File: config.mk
export PLATFORM = sky130hd
export DESIGN_NAME = spi_xfer_arbiter
export DESIGN_NICKNAME = d
export VERILOG_FILES = /design/src/rtl/spi_xfer_arbiter.sv
export SDC_FILE = /design/constraint.sdc
export NUM_CORES = 1
export LEC_CHECK = 0
export ABC_CLOCK_PERIOD_IN_PS = 3950
export BUFFER_PORTS_ARGS = -buffer_cell sky130_fd_sc_hd__buf_4
export CAP_MARGIN = 15
export CORE_ASPECT_RATIO = 1.1
export CORE_MARGIN = 5
export CORE_UTILIZATION = 43
export CTS_CLUSTER_DIAMETER = 200
export DETAILED_ROUTE_END_ITERATION = 10
export PLACE_DENSITY_LB_ADDON = 0.3
export SYNTH_ARGS = -nofsm -noshare
export SYNTH_HDL_FRONTEND = slang
export SYNTH_SLANG_ARGS = --single-unit
File: constraint.sdc
create_clock -name clk40M -period 3.95 [get_ports clk40M]
set_input_delay 0 -clock clk40M [delete_from_list [all_inputs] [get_ports clk40M]]
set_output_delay 0 -clock clk40M [all_outputs]
set_load 0.005 [all_outputs]
File: src/rtl/spi_xfer_arbiter.sv
// Round-robin arbiter sharing one 4-byte SPI master among N_REQ requesters.
// Optional per-byte watchdog enabled by defining SPI_ARB_TIMEOUT_EN.
module spi_xfer_arbiter #(
  parameter int unsigned N_REQ        = 3
`ifdef SPI_ARB_TIMEOUT_EN
  , parameter int unsigned TIMEOUT_CLKS = 4096
`endif
) (
  input  logic                 clk40M,
  input  logic                 nRst,
  input  logic [N_REQ-1:0]     req,
  input  logic [N_REQ*32-1:0]  req_frame,
  output logic [N_REQ-1:0]     gnt,
  output logic [N_REQ-1:0]     done,
  output logic [31:0]          rx_frame,
  output logic                 busy,
  output logic                 err,
  output logic [7:0]           m_tx_byte,
  output logic                 m_tx_dv,
  input  logic                 m_tx_ready,
  input  logic                 m_rx_dv,
  input  logic [7:0]           m_rx_byte
);

  localparam int unsigned RW = $clog2(N_REQ);

  localparam logic [1:0] S_IDLE  = 2'd0;
  localparam logic [1:0] S_ISSUE = 2'd1;
  localparam logic [1:0] S_WAIT  = 2'd2;
  localparam logic [1:0] S_DONE  = 2'd3;

  logic [1:0]    state;
  logic [RW-1:0] rr;
  logic [RW-1:0] win_q;
  logic [RW-1:0] pick;
  logic [RW-1:0] cidx;
  logic          pick_vld;
  logic [1:0]    idx;
  logic [1:0]    rx_idx;
  logic [31:0]   frame_q;
  logic          m_tx_ready_q;
  logic          rdy_rise;
  int unsigned   cand;
`ifdef SPI_ARB_TIMEOUT_EN
  logic [31:0]   wd_cnt;
`endif

  assign rdy_rise = m_tx_ready & ~m_tx_ready_q;

  // First requester at or above rr, wrapping modulo N_REQ.
  always_comb begin
    pick_vld = 1'b0;
    pick     = '0;
    cand     = 0;
    cidx     = '0;
    for (int unsigned i = 0; i < N_REQ; i++) begin
      cand = 32'(rr) + i;
      if (cand >= N_REQ) cand = cand - N_REQ;
      cidx = RW'(cand);
      if (!pick_vld && req[cidx]) begin
        pick_vld = 1'b1;
        pick     = cidx;
      end
    end
  end

`ifndef SPI_ARB_TIMEOUT_EN
  assign err = 1'b0;
`endif

  always_ff @(posedge clk40M or negedge nRst) begin
    if (!nRst) begin
      state        <= S_IDLE;
      rr           <= '0;
      win_q        <= '0;
      idx          <= '0;
      rx_idx       <= '0;
      frame_q      <= '0;
      m_tx_ready_q <= 1'b0;
      gnt          <= '0;
      done         <= '0;
      busy         <= 1'b0;
      rx_frame     <= '0;
      m_tx_dv      <= 1'b0;
      m_tx_byte    <= '0;
`ifdef SPI_ARB_TIMEOUT_EN
      err          <= 1'b0;
      wd_cnt       <= '0;
`endif
    end else begin
      gnt          <= '0;
      done         <= '0;
      m_tx_dv      <= 1'b0;
      m_tx_ready_q <= m_tx_ready;
`ifdef SPI_ARB_TIMEOUT_EN
      err          <= 1'b0;
`endif
      // Capture is gated by busy so rx_frame holds from done until the next grant.
      if (busy && m_rx_dv) begin
        rx_frame[8*rx_idx +: 8] <= m_rx_byte;
        rx_idx                  <= rx_idx + 2'd1;
      end

      case (state)
        S_IDLE: begin
          if (pick_vld && m_tx_ready) begin
            frame_q   <= req_frame[32*pick +: 32];
            win_q     <= pick;
            gnt[pick] <= 1'b1;
            busy      <= 1'b1;
            rx_idx    <= '0;
            idx       <= '0;
            rr        <= (pick == RW'(N_REQ - 1)) ? '0 : pick + RW'(1);
            state     <= S_ISSUE;
          end
        end
        S_ISSUE: begin
          m_tx_dv   <= 1'b1;
          m_tx_byte <= frame_q[8*idx +: 8];
`ifdef SPI_ARB_TIMEOUT_EN
          wd_cnt    <= '0;
`endif
          state     <= S_WAIT;
        end
        S_WAIT: begin
          if (rdy_rise) begin
            if (idx == 2'd3) begin
              state <= S_DONE;
            end else begin
              idx   <= idx + 2'd1;
              state <= S_ISSUE;
            end
          end
`ifdef SPI_ARB_TIMEOUT_EN
          else if (wd_cnt == TIMEOUT_CLKS - 1) begin
            err   <= 1'b1;
            busy  <= 1'b0;
            idx   <= '0;
            state <= S_IDLE;
          end else begin
            wd_cnt <= wd_cnt + 32'd1;
          end
`endif
        end
        S_DONE: begin
          done[win_q] <= 1'b1;
          busy        <= 1'b0;
          idx         <= '0;
          state       <= S_IDLE;
        end
        default: state <= S_IDLE;
      endcase
    end
  end

endmodule

==> flow_summary.json <==
{
  "status": "finished, final reports clean",
  "die_span_x_um": 108,
  "yosys.cell_count.top_type": "dfrtp_1",
  "timing.critical_path.fanout_max": 29,
  "synth_compound_area_share_pct": 18.6,
  "cp.buffers_inverters": 2,
  "route.detailed.drc": 0,
  "crit_path_end_kind": "register",
  "placedCellCount": 670,
  "area_delta_synth_final_pct": 38.6,
  "timing.max_slew.rel_slack_pct": 42.9,
  "timing.setup.tns_ns": 0,
  "crit-reg2reg-capture": "frame_q[10]",
  "minimum_clock_period_after_layout_ns": 2.84,
  "place_area_um2": 5820,
  "cts_setup_buffers": 0,
  "clk_pin_slew_ns": 0.06,
  "cts_inserted_buffers": 9,
  "drt-initial-drc-count": 228,
  "power_per_cell_area_nw_per_um2": 704,
  "die_height_um": 118,
  "final-instance-count-excl-fill": 701,
  "synth_cells": 389,
  "avgRoutedWirePerCell_um": 17.7,
  "peakVddDrop_v": 0.000357,
  "synth_async_sr_flop_share_pct": 100,
  "cellLeakagePower_uw": 0.00298,
  "design.die.area_um2": 12700,
  "ys.warnings.count": 0,
  "deepest_clock_path_buffer_count": 2,
  "critical_path_class": "register to register",
  "netlist.area_leader.share_pct": 50.2,
  "cp_data_required_time_ns": 4.20,
  "cts_root_buffer": "clkbuf_16",
  "initial_utilization_pct": 43.8,
  "maxCapViolations": 0,
  "cts.repair.resized": 0,
  "io_buffer_count": 158,
  "synth_edf_count": 0,
  "worst_setup_endpoint": "frame_q[10]",
  "report.final.setup_viol": 0,
  "grt_pass1_vias": 3929,
  "area_of_all_sequential_standard_cells_um2": 2280,
  "postSynthRegisterBits": 91,
  "yosys.cell_types.count": 44,
  "crit-reg2reg-launch": "rr[1]",
  "core_um2": 10300,
  "pin_count_of_the_biggest_net_entering_global_routing": 92,
  "detail_route.wirelength_um": 12400,
  "synth-main-ff-cell": "dfrtp_1",
  "startpoint": "rr[1]",
  "synth_largest_area_cell": "dfrtp_1",
  "grt_first_pass_wirelength_um": 20000,
  "cp_cell_sequence": "inv_1, ha_1, mux2i_1, or2_1, nand4_4, mux2i_4, buf_4, mux2i_1, a211oi_1",
  "critPathSlowestCell": "buf_4",
  "cpPeakStageDelay_ns": 0.48,
  "yosys.area_share.simple_pct": 9.96,
  "timing.reg2reg.worst_path_depth": 9,
  "filler_cell_count": 832,
  "top_level_ports": 160,
  "final_instance_area_um2": 6280,
  "critical_path_cell_count": 9,
  "total_via_count_in_the_routed_design": 3821,
  "clk_latency_ns": 0.34,
  "post_synth_most_frequent_cells": "dfrtp_1 (91), a21oi_1 (36), mux2i_1 (36)",
  "post_synth_instance_area_um2": 4530,
  "combined_area_of_the_multi_input_logic_cells_um2": 2090,
  "period_share_pct": 71.8,
  "final_antenna_net_count": 0,
  "gp_routability_congestion": 0.856,
  "track_usage_pct": 19.8,
  "slew_viol_final": 0,
  "place.detailed.hpwl_um": 9110,
  "insertedDiodeCount": 0,
  "regToRegSetupSlack_ns": 1.11,
  "clock.fmax_mhz": 353,
  "synth_mux_area_share_pct": 14.4,
  "final.hold.worst_slack_ns": 0.00485,
  "htreeDepth": 3,
  "num_rows": 39,
  "grt_antenna_before_repair": 0,
  "drive_gt1_share_pct": 37.3,
  "cts_tree": "yes",
  "hold_class": "input port to register",
  "post_synth_main_area_contributors": "dfrtp_1 (50%), mux2i_1 (7.9%), a22o_1 (6.4%)",
  "vias_per_cell": 5.45,
  "grt_remaining_overflow": 0,
  "fin_skew_ns": 0.00668,
  "worst_pin_slew_ns": 0.854,
  "drt_first_pass_iters": 4,
  "timing.critical_path.from_type": "register",
  "synth_top_family_by_area": "compound AO/OA/AOI/OAI gates",
  "numnets_final": 674,
  "synth_fa_ha_area_share_pct": 2.76,
  "rsz0062_at_grt": "no",
  "cp_data_arrival_time_ns": 3.08,
  "hold_viol": 0,
  "crit_top_cell": "mux2i_1",
  "numClockSinks": 91,
  "worst_path_dominant_cell_family": "multiplexers",
  "synth_area_per_cell_um2": 11.7,
  "cts_hold_buffers": 13,
  "synth-seq-area-share_pct": 50.2,
  "synthesis.nets": 510,
  "synthXorXnorAreaFrac_pct": 0.193
}
through the flow:
| step | power, uW | utilization [%] | worst slack [ns] |
|---|---|---|---|
| detailed placement | 3610 | 56.3 | 1.10 |
| global route | 4720 | 60.7 | 0.908 |
| floorplan | 2890 | - | 1.66 |
| finish | 4420 | 60.7 | 1.11 |
| global placement | 3550 | 56.3 | 1.24 |
| CTS | 4430 | 60.2 | 1.12 |
worst min path at each step:
stage / from / end / slack [ns] / cells after the start
6_report: req_frame[61] / frame_q[29] / 0.005 / 3
5_1_grt: req_frame[40] / frame_q[8] / 0.02 / 3
4_1_cts: req_frame[40] / frame_q[8] / 0.0005 / 3
3_5_place_dp: m_tx_ready / m_tx_ready_q / 0.13 / 1
3_3_place_gp: m_tx_ready / m_tx_ready_q / 0.13 / 1
2_1_floorplan: nRst / busy / -0.30 / 0
worst min-delay path: stages:
cell      delay (ns)
buf_4           0.10
mux2i_1         0.12
a211oi_1        0.08
final cells by class:
type | instances | area share [%]
Clock inverter | 4 | 0.418
Tap cell | 143 | 2.85
Clock buffer | 12 | 3.92
Timing Repair Buffer | 181 | 22.8
Inverter | 8 | 0.478
Sequential cell | 91 | 36.3
Multi-Input combinational cell | 262 | 33.3
layout by cell type, fill, tap and decap left out, types with 3 or more instances in the layout:
master           n
a211oi_1        33
a21oi_1         36
a22o_1          33
buf_4          166
clkbuf_16        9
dfrtp_1         91
dlygate4sd3_1   13
ha_1            10
inv_1            8
mux2_2           8
mux2i_1         36
mux4_2           8
nand2_1          6
nand2b_1         4
nand3_1          7
nor2_1           6
nor2b_1          5
nor3_1          33
nor3b_1          3
nor4_1           3
o21ai_0          4
o21ai_1          3
cells by family after synthesis:
kind of cell,after synthesis
compound gates,119
xor+xnor,1
fa+ha+maj,10
buf+inv,36
flops,91
mux,53
other cells,1
simple gates,78
where the power goes:
group | switching [uW] | internal, uW | total [uW]
Combinational | 990 | 1020 | 2010
Clock | 356 | 443 | 799
Sequential | 295 | 1320 | 1610
Total | 1640 | 2780 | 4420
routing by layer:
layer / vias to the layer above / part of all wire [%] / wire length, um / GRT usage (%)
met5: - / 0 / 0 / 0
met4: 0 / 1.9 / 229 / 7.10
met3: 18 / 7.3 / 906 / 3.84
met2: 158 / 50 / 6170 / 32.9
met1: 1841 / 41 / 5070 / 25.5
li1: 1804 / - / - / -
registers in the layout, summed over array words and instances, names as in the netlist:
register	cells
frame_q	32
rx_frame	32
m_tx_byte	8
done	3
gnt	3
idx	2
rr	2
rx_idx	2
state	2
win_q	2
busy	1
m_tx_dv	1
m_tx_ready_q	1
Note: power is estimated with default switching activity, not from simulation.
